<file path="src/rtl/seg7_pkg.sv">
// Shared 7-segment definitions: bit positions, hex glyph patterns and the decode-result record.
// Used by both the display encoder and the scan-bus decoder.
package seg7_pkg;

  localparam int unsigned SEG_A = 6;
  localparam int unsigned SEG_B = 5;
  localparam int unsigned SEG_C = 4;
  localparam int unsigned SEG_D = 3;
  localparam int unsigned SEG_E = 2;
  localparam int unsigned SEG_F = 1;
  localparam int unsigned SEG_G = 0;

  function automatic logic [6:0] seg_on(input int unsigned idx);
    return 7'(1) << idx;
  endfunction

  // Glyphs are built from the segments that are lit, so each line reads like the digit's shape.
  localparam logic [6:0] SEG_HEX_0 = seg_on(SEG_A) | seg_on(SEG_B) | seg_on(SEG_C) | seg_on(SEG_D)
                                   | seg_on(SEG_E) | seg_on(SEG_F);
  localparam logic [6:0] SEG_HEX_1 = seg_on(SEG_B) | seg_on(SEG_C);
  localparam logic [6:0] SEG_HEX_2 = seg_on(SEG_A) | seg_on(SEG_B) | seg_on(SEG_D) | seg_on(SEG_E)
                                   | seg_on(SEG_G);
  localparam logic [6:0] SEG_HEX_3 = seg_on(SEG_A) | seg_on(SEG_B) | seg_on(SEG_C) | seg_on(SEG_D)
                                   | seg_on(SEG_G);
  localparam logic [6:0] SEG_HEX_4 = seg_on(SEG_B) | seg_on(SEG_C) | seg_on(SEG_F) | seg_on(SEG_G);
  localparam logic [6:0] SEG_HEX_5 = seg_on(SEG_A) | seg_on(SEG_C) | seg_on(SEG_D) | seg_on(SEG_F)
                                   | seg_on(SEG_G);
  localparam logic [6:0] SEG_HEX_6 = seg_on(SEG_A) | seg_on(SEG_C) | seg_on(SEG_D) | seg_on(SEG_E)
                                   | seg_on(SEG_F) | seg_on(SEG_G);
  localparam logic [6:0] SEG_HEX_7 = seg_on(SEG_A) | seg_on(SEG_B) | seg_on(SEG_C);
  localparam logic [6:0] SEG_HEX_8 = SEG_HEX_0 | seg_on(SEG_G);
  localparam logic [6:0] SEG_HEX_9 = seg_on(SEG_A) | seg_on(SEG_B) | seg_on(SEG_C) | seg_on(SEG_D)
                                   | seg_on(SEG_F) | seg_on(SEG_G);
  localparam logic [6:0] SEG_HEX_9_ALT = seg_on(SEG_A) | seg_on(SEG_B) | seg_on(SEG_C)
                                       | seg_on(SEG_F) | seg_on(SEG_G);
  localparam logic [6:0] SEG_HEX_A = seg_on(SEG_A) | seg_on(SEG_B) | seg_on(SEG_C) | seg_on(SEG_E)
                                   | seg_on(SEG_F) | seg_on(SEG_G);
  localparam logic [6:0] SEG_HEX_B = seg_on(SEG_C) | seg_on(SEG_D) | seg_on(SEG_E) | seg_on(SEG_F)
                                   | seg_on(SEG_G);
  localparam logic [6:0] SEG_HEX_C = seg_on(SEG_A) | seg_on(SEG_D) | seg_on(SEG_E) | seg_on(SEG_F);
  localparam logic [6:0] SEG_HEX_D = seg_on(SEG_B) | seg_on(SEG_C) | seg_on(SEG_D) | seg_on(SEG_E)
                                   | seg_on(SEG_G);
  localparam logic [6:0] SEG_HEX_E = seg_on(SEG_A) | seg_on(SEG_D) | seg_on(SEG_E) | seg_on(SEG_F)
                                   | seg_on(SEG_G);
  localparam logic [6:0] SEG_HEX_F = seg_on(SEG_A) | seg_on(SEG_E) | seg_on(SEG_F) | seg_on(SEG_G);
  localparam logic [6:0] SEG_BLANK = 7'h00;

  typedef struct packed {
    logic       legal;
    logic       blank;
    logic [3:0] value;
  } seg7_dec_t;

endpackage

</file>
<file path="src/rtl/seg7_pattern_decode.sv">
// Combinational inverse of the hex glyph table: 7-bit abcdefg pattern to value/blank/legal.
module seg7_pattern_decode
  import seg7_pkg::*;
(
  input  logic [6:0] pattern,
  output seg7_dec_t  result
);

  // NOTE: every field gets a default before the case, so no path leaves result unassigned (no latch).
  always_comb begin
    result = '{legal: 1'b1, blank: 1'b0, value: 4'h0};
    case (pattern)
      SEG_HEX_0:                result.value = 4'h0;
      SEG_HEX_1:                result.value = 4'h1;
      SEG_HEX_2:                result.value = 4'h2;
      SEG_HEX_3:                result.value = 4'h3;
      SEG_HEX_4:                result.value = 4'h4;
      SEG_HEX_5:                result.value = 4'h5;
      SEG_HEX_6:                result.value = 4'h6;
      SEG_HEX_7:                result.value = 4'h7;
      SEG_HEX_8:                result.value = 4'h8;
      SEG_HEX_9, SEG_HEX_9_ALT: result.value = 4'h9;
      SEG_HEX_A:                result.value = 4'hA;
      SEG_HEX_B:                result.value = 4'hB;
      SEG_HEX_C:                result.value = 4'hC;
      SEG_HEX_D:                result.value = 4'hD;
      SEG_HEX_E:                result.value = 4'hE;
      SEG_HEX_F:                result.value = 4'hF;
      SEG_BLANK:                result.blank = 1'b1;
      default:                  result.legal = 1'b0;
    endcase
  end

endmodule

</file>
<file path="src/rtl/seg7_scan_decoder.sv">
// Monitors a multiplexed 7-segment bus and rebuilds per-digit values once each digit has
// dwelt for STABLE_CYCLES samples; flags illegal glyphs and pulses on each complete frame.
module seg7_scan_decoder
  import seg7_pkg::*;
#(
  parameter int NUM_DIGITS     = 4,
  parameter int STABLE_CYCLES  = 4,
  parameter bit SEG_ACTIVE_LOW = 1'b0,
  parameter bit AN_ACTIVE_LOW  = 1'b0
) (
  input  logic                    clk,
  input  logic                    rst,
  input  logic [NUM_DIGITS-1:0]   an,
  input  logic [6:0]              seg,
  input  logic                    clr_err,
  output logic [4*NUM_DIGITS-1:0] digits,
  output logic [NUM_DIGITS-1:0]   blank,
  output logic                    frame_valid,
  output logic                    err_pulse,
  output logic                    err_sticky
);

  localparam int              CNT_W   = $clog2(STABLE_CYCLES + 1);
  localparam logic [CNT_W-1:0] CNT_MAX = CNT_W'(STABLE_CYCLES);

  logic [NUM_DIGITS-1:0]   an_n;
  logic [6:0]              seg_n;
  logic [NUM_DIGITS-1:0]   s_an_d, s_an_q;
  logic [6:0]              s_seg_d, s_seg_q;
  logic [CNT_W-1:0]        cnt_d, cnt_q;
  logic                    fire_d, fire_q;
  logic                    same_sample;
  logic [NUM_DIGITS-1:0]   cap_mask;
  logic [4*NUM_DIGITS-1:0] digits_d, digits_q;
  logic [NUM_DIGITS-1:0]   blank_d, blank_q;
  logic [NUM_DIGITS-1:0]   seen_d, seen_q;
  logic                    err_pulse_d, err_pulse_q;
  logic                    err_sticky_d, err_sticky_q;
  seg7_dec_t               dec;

  assign an_n  = AN_ACTIVE_LOW  ? ~an  : an;
  assign seg_n = SEG_ACTIVE_LOW ? ~seg : seg;

  // fire_q marks the one cycle after cnt reaches STABLE_CYCLES, while s_an/s_seg still hold
  // the qualified sample; a held dwell saturates the counter and never re-fires.
  always_comb begin
    s_an_d      = an_n;
    s_seg_d     = seg_n;
    same_sample = (an_n == s_an_q) && (seg_n == s_seg_q);
    if (!same_sample)          cnt_d = CNT_W'(1);
    else if (cnt_q == CNT_MAX) cnt_d = cnt_q;
    else                       cnt_d = cnt_q + CNT_W'(1);
    fire_d = (cnt_d == CNT_MAX) && !(same_sample && (cnt_q == CNT_MAX));
  end

  seg7_pattern_decode u_decode (
    .pattern (s_seg_q),
    .result  (dec)
  );

  always_comb begin
    cap_mask    = (fire_q && $onehot(s_an_q)) ? s_an_q : '0;
    digits_d    = digits_q;
    blank_d     = blank_q;
    seen_d      = (&seen_q) ? '0 : seen_q;
    err_pulse_d = 1'b0;
    if (|cap_mask) begin
      if (!dec.legal) begin
        err_pulse_d = 1'b1;
      end else begin
        seen_d = seen_d | cap_mask;
        for (int i = 0; i < NUM_DIGITS; i++) begin
          if (cap_mask[i]) begin
            blank_d[i] = dec.blank;
            if (!dec.blank) digits_d[4*i +: 4] = dec.value;
          end
        end
      end
    end
    // A new error outranks a same-cycle clear.
    err_sticky_d = err_pulse_d | (err_sticky_q & ~clr_err);
  end

  // NOTE: state flops use non-blocking assignments so every register samples pre-edge values.
  always_ff @(posedge clk or posedge rst) begin
    if (rst) begin
      s_an_q       <= '0;
      s_seg_q      <= '0;
      cnt_q        <= '0;
      fire_q       <= 1'b0;
      digits_q     <= '0;
      blank_q      <= '1;
      seen_q       <= '0;
      err_pulse_q  <= 1'b0;
      err_sticky_q <= 1'b0;
    end else begin
      s_an_q       <= s_an_d;
      s_seg_q      <= s_seg_d;
      cnt_q        <= cnt_d;
      fire_q       <= fire_d;
      digits_q     <= digits_d;
      blank_q      <= blank_d;
      seen_q       <= seen_d;
      err_pulse_q  <= err_pulse_d;
      err_sticky_q <= err_sticky_d;
    end
  end

  assign digits      = digits_q;
  assign blank       = blank_q;
  assign frame_valid = &seen_q;
  assign err_pulse   = err_pulse_q;
  assign err_sticky  = err_sticky_q;

endmodule
</file>
<file path="config.mk">
export PLATFORM = sky130hd
export DESIGN_NAME = seg7_scan_decoder
export DESIGN_NICKNAME = d
export VERILOG_FILES = /design/src/rtl/seg7_pkg.sv /design/src/rtl/seg7_pattern_decode.sv /design/src/rtl/seg7_scan_decoder.sv
export SDC_FILE = /design/constraint.sdc
export NUM_CORES = 1
export LEC_CHECK = 0
export CAP_MARGIN = 40
export CELL_PAD_IN_SITES_DETAIL_PLACEMENT = 1
export CELL_PAD_IN_SITES_GLOBAL_PLACEMENT = 2
export CORE_MARGIN = 2
export CORE_UTILIZATION = 30
export CTS_CLUSTER_DIAMETER = 100
export DETAILED_ROUTE_END_ITERATION = 16
export PLACE_DENSITY = 0.81
export SKIP_CTS_REPAIR_TIMING = 1
export SLEW_MARGIN = 0
export SYNTH_ARGS = -nofsm -noshare
export SYNTH_HDL_FRONTEND = slang
export SYNTH_HIERARCHICAL = 1
export SYNTH_SLANG_ARGS = --single-unit
</file>
<file path="constraint.sdc">
create_clock -name clk -period 2.4 [get_ports clk]
set_input_delay 0.72 -clock clk [delete_from_list [all_inputs] [get_ports clk]]
set_output_delay 0.72 -clock clk [all_outputs]
set_load 0.005 [all_outputs]
</file>
==> results.rst <==
.. list-table::
   :header-rows: 1

   * - Metric
     - Value
   * - Outcome
     - finished, violations left
   * - Violated checks
     - setup timing
   * - I/O Buffers
     - 36
   * - Yosys warns
     - 6
   * - Fin Clk Skew
     - 3.099 ps
   * - Die Area
     - 7513 um2
   * - Asr flop ratio synth
     - 100.0%
   * - Clk_lat worst skew
     - 290 ps
   * - Kind of start point of the critical path
     - register
   * - CTS tree
     - yes
   * - Most frequently used cell type in the post-synthesis netlist
     - sky130_fd_sc_hd__dfrtp_1
   * - Worst Tran Pin Value
     - 522.9 ps
   * - Maximum buffer depth of the clock tree
     - 2
   * - RSZ-0062 raised after global routing
     - yes
   * - Worst EP arrival
     - 2670 ps
   * - Number of iterations in the first detailed-routing pass
     - 5
   * - Synthesized-area fraction occupied by adder cells
     - 3.417%
   * - Cts bufs inserted
     - 5
   * - Fraction of final layout cells sized beyond drive strength 1
     - 37.69%
   * - Final worst setup slack
     - -92.82 ps
   * - Power per standard cell area
     - 465.1 nW/um2
   * - Kind of end point of the critical path
     - register
   * - Number of global-route vias before repair
     - 1759
   * - Clock slew at the register clock pins of the worst setup and hold paths
     - 80 ps
   * - Number of design rule violations left after detail routing
     - 0
   * - Synthesized cell area
     - 2051 um2
   * - Inserted Diodes
     - 0
   * - CORE AREA
     - 6719 um2
   * - Number of synthesized flops with an enable pin
     - 0
   * - Synth top area cells
     - sky130_fd_sc_hd__dfrtp_1 45%, sky130_fd_sc_hd__mux2_2 11%, sky130_fd_sc_hd__xnor2_1 5.6%, sky130_fd_sc_hd__dfstp_2 5.1%, sky130_fd_sc_hd__nand2_1 4.2%
   * - Portion of netlist area occupied by mux cells
     - 12.45%
   * - Synthesized-area fraction occupied by ao, oa, aoi and oai cells
     - 6.223%
   * - Footprint of the multi-input gates
     - 1010 um2
   * - Slowest stage cell on the critical path
     - sky130_fd_sc_hd__dfrtp_2
   * - # IOs
     - 37
   * - Clock tree root driver cell
     - sky130_fd_sc_hd__clkbuf_8
   * - Wire per inst
     - 15.33 um
   * - Global-route usage over all layers
     - 14.62%
   * - Startpoint-to-endpoint class of the critical path
     - register to register
   * - Nets in the synthesized netlist
     - 198
   * - Number of instances in the placed design
     - 328
   * - Largest incremental delay on the critical path
     - 460 ps
   * - Cell variety after synth
     - 46
   * - GRT Residual Overflow
     - 0
   * - Worst IR drop on VDD
     - 228.9 uV
   * - Sum of buffers and inverters on the critical path
     - 1
   * - Vertical die dimension
     - 86.68 um
   * - Relative slew slack
     - 65.14%
   * - Wire length of the first global-routing pass
     - 8500 um
   * - FMAX
     - 401.2 MHz
   * - Filler cell count
     - 761
   * - Largest driver fanout on the critical path
     - 6
   * - Nets
     - 278
   * - Pin count of the biggest net entering global routing
     - 42
   * - Cell type contributing the most total cell area after synthesis
     - sky130_fd_sc_hd__dfrtp_1
   * - Maximum capacitance violations
     - 0
   * - Synth Flop Type
     - sky130_fd_sc_hd__dfrtp_1
   * - HPWL Detailed
     - 3854 um
   * - Final setup fails
     - 21
   * - Final Hold Slack
     - 484.6 ps
   * - Endpoints failing hold
     - 0
   * - Effective utilization at floorplan
     - 30.52%
   * - Top cells by instance count after synthesis
     - 37 x sky130_fd_sc_hd__dfrtp_1, 23 x sky130_fd_sc_hd__nand2_1, 20 x sky130_fd_sc_hd__mux2_2
   * - Area added between synthesis and finish
     - 44.84%
   * - Xor and xnor fraction of the mapped netlist area
     - 5.552%
   * - Yosys reg bits
     - 41
   * - Time the worst path needs with I/O delays and setup
     - 2493 ps
   * - Kind of cell adding the most delay to the critical path
     - simple AND/OR/NAND/NOR gates
   * - Final Cycle Share
     - 103.9%
   * - Final WL
     - 5212 um
   * - Clock Sinks
     - 41
   * - Mean area per synthesized cell
     - 11.46 um2
   * - Share of Yosys cell area claimed by the top area cell type
     - 45.15%
   * - Combinational family with the most area after synthesis
     - simple AND/OR/NAND/NOR gates
   * - Data required, critical path
     - 2580 ps
   * - Gate count of the mapped netlist
     - 179
   * - Via count
     - 1603
   * - Sequential cell area in the final layout
     - 1035 um2
   * - Pins Over Slew Limit
     - 0
   * - Post-layout instance count excluding filler cells
     - 340
   * - Worst path cell trace
     - or3b_1 -> a2111oi_2 -> a311o_1 -> or4b_4 -> inv_4 -> nor3_4 -> nand2_2 -> mux2_2
   * - Count of antenna-violating nets left after detailed routing
     - 0
   * - Routability congestion estimate
     - 0.8543
   * - Initial antenna violation count
     - 0
   * - X dimension of the die
     - 86.68 um
   * - Synth Area in Simple Gates
     - 17.94%
   * - Portion of the post-synthesis area used by sequential elements
     - 50.27%
   * - Static leakage
     - 1.333 nW
   * - Number of DRC violations after detailed-routing iteration 0
     - 47
   * - Worst Hold Class
     - register to register
   * - FP Rows
     - 30
   * - H-tree levels
     - 2
   * - Vias per Instance
     - 4.715
## layer usage
| metal | vias to the layer above | share of wire (%) | GRT usage [%] | wire length (um) |
|---|---|---|---|---|
| li1 | 786 | - | - | - |
| met1 | 781 | 46 | 18.02 | 2381 |
| met2 | 34 | 51 | 25.52 | 2650 |
| met3 | 2 | 3.0 | 3.714 | 156 |
| met4 | 0 | 0.46 | 3.693 | 24 |
| met5 | - | 0 | 0 | 0 |
## worst reg2reg max path, stage by stage (launching register included)
cell	delay, ps
sky130_fd_sc_hd__dfrtp_2	460
sky130_fd_sc_hd__or3b_1	420
sky130_fd_sc_hd__a2111oi_2	380
sky130_fd_sc_hd__a311o_1	200
sky130_fd_sc_hd__or4b_4	160
sky130_fd_sc_hd__inv_4	40
sky130_fd_sc_hd__nor3_4	290
sky130_fd_sc_hd__nand2_2	150
sky130_fd_sc_hd__mux2_2	290
## logic make-up after synthesis
kind of cell    count (synthesis)
simple gates                   60
flops                          41
fa+ha+maj                       5
compound gates                 18
buf+inv                        19
mux                            23
xor+xnor                       13
## state kept, by name, summed over array words and instances (netlist names)
| name | cells |
|---|---|
| s_seg_q | 7 |
| err_pulse | 1 |
| seen_q | 4 |
| cnt_q | 3 |
| s_an_q | 4 |
| fire_q | 1 |
| digits | 16 |
| blank | 4 |
| err_sticky | 1 |
## area by class of cell
class	count	share of cell area, %
Timing Repair Buffer	79	22.91
Sequential cell	41	34.84
Multi-Input combinational cell	119	33.99
Inverter	13	1.727
Clock inverter	1	0.2527
Tap cell	80	3.370
Clock buffer	7	2.906
## power by group
part	switching (mW)	total, mW	internal (mW)
Sequential	0.0171	0.717	0.700
Clock	0.240	0.474	0.234
Combinational	0.0882	0.190	0.102
## worst paths after layout
kind                                      startpoint                    end  slack (ps)  depth (start not counted)
worst max-delay path            s_seg_q[0]$_DFF_PP0_  digits[7]$_DFFE_PP0P_         -90                          8
worst min-delay path             seen_q[1]$_DFF_PP0_    seen_q[1]$_DFF_PP0_         480                          2
worst max register to register  s_seg_q[0]$_DFF_PP0_  digits[7]$_DFFE_PP0P_         -90                          8
worst min register to register   seen_q[1]$_DFF_PP0_    seen_q[1]$_DFF_PP0_         480                          2
max in group asynchronous                        rst   s_seg_q[0]$_DFF_PP0_        1160                          3
min in group asynchronous                        rst    s_an_q[2]$_DFF_PP0_         870                          3
## cell usage in the layout, fill, tap and decap left out, types with 3 or more instances in the layout
cell type                         instances
sky130_fd_sc_hd__xnor2_1                 13
sky130_fd_sc_hd__o21ai_0                  3
sky130_fd_sc_hd__nand2b_1                 5
sky130_fd_sc_hd__clkbuf_8                 6
sky130_fd_sc_hd__nand4_1                  5
sky130_fd_sc_hd__inv_1                   10
sky130_fd_sc_hd__nor3_1                   3
sky130_fd_sc_hd__dfstp_2                  4
sky130_fd_sc_hd__mux2i_1                  3
sky130_fd_sc_hd__dfrtp_2                  3
sky130_fd_sc_hd__nand2_1                 19
sky130_fd_sc_hd__nand3b_1                 3
sky130_fd_sc_hd__dfrtp_1                 34
sky130_fd_sc_hd__clkdlybuf4s50_1         36
sky130_fd_sc_hd__mux2_2                  18
sky130_fd_sc_hd__buf_4                   42
sky130_fd_sc_hd__nand2_2                  3
## per-stage QoR
step                      area, um2  util (%)  setup TNS, ps  worst slack [ps]  power (mW)
after floorplan                2052         -         -278.3            -17.54      0.8108
after global routing           2970     44.21          -3540            -197.9       1.451
after detailed placement       2769     41.21          -2927            -188.8      0.9039
final                          2970     44.21          -1314            -92.82       1.382
after CTS                      2863     42.61          -3186            -201.7       1.388
after global placement         2769     41.21          -1496            -119.1      0.8983
(Power assumes the default switching activity.)
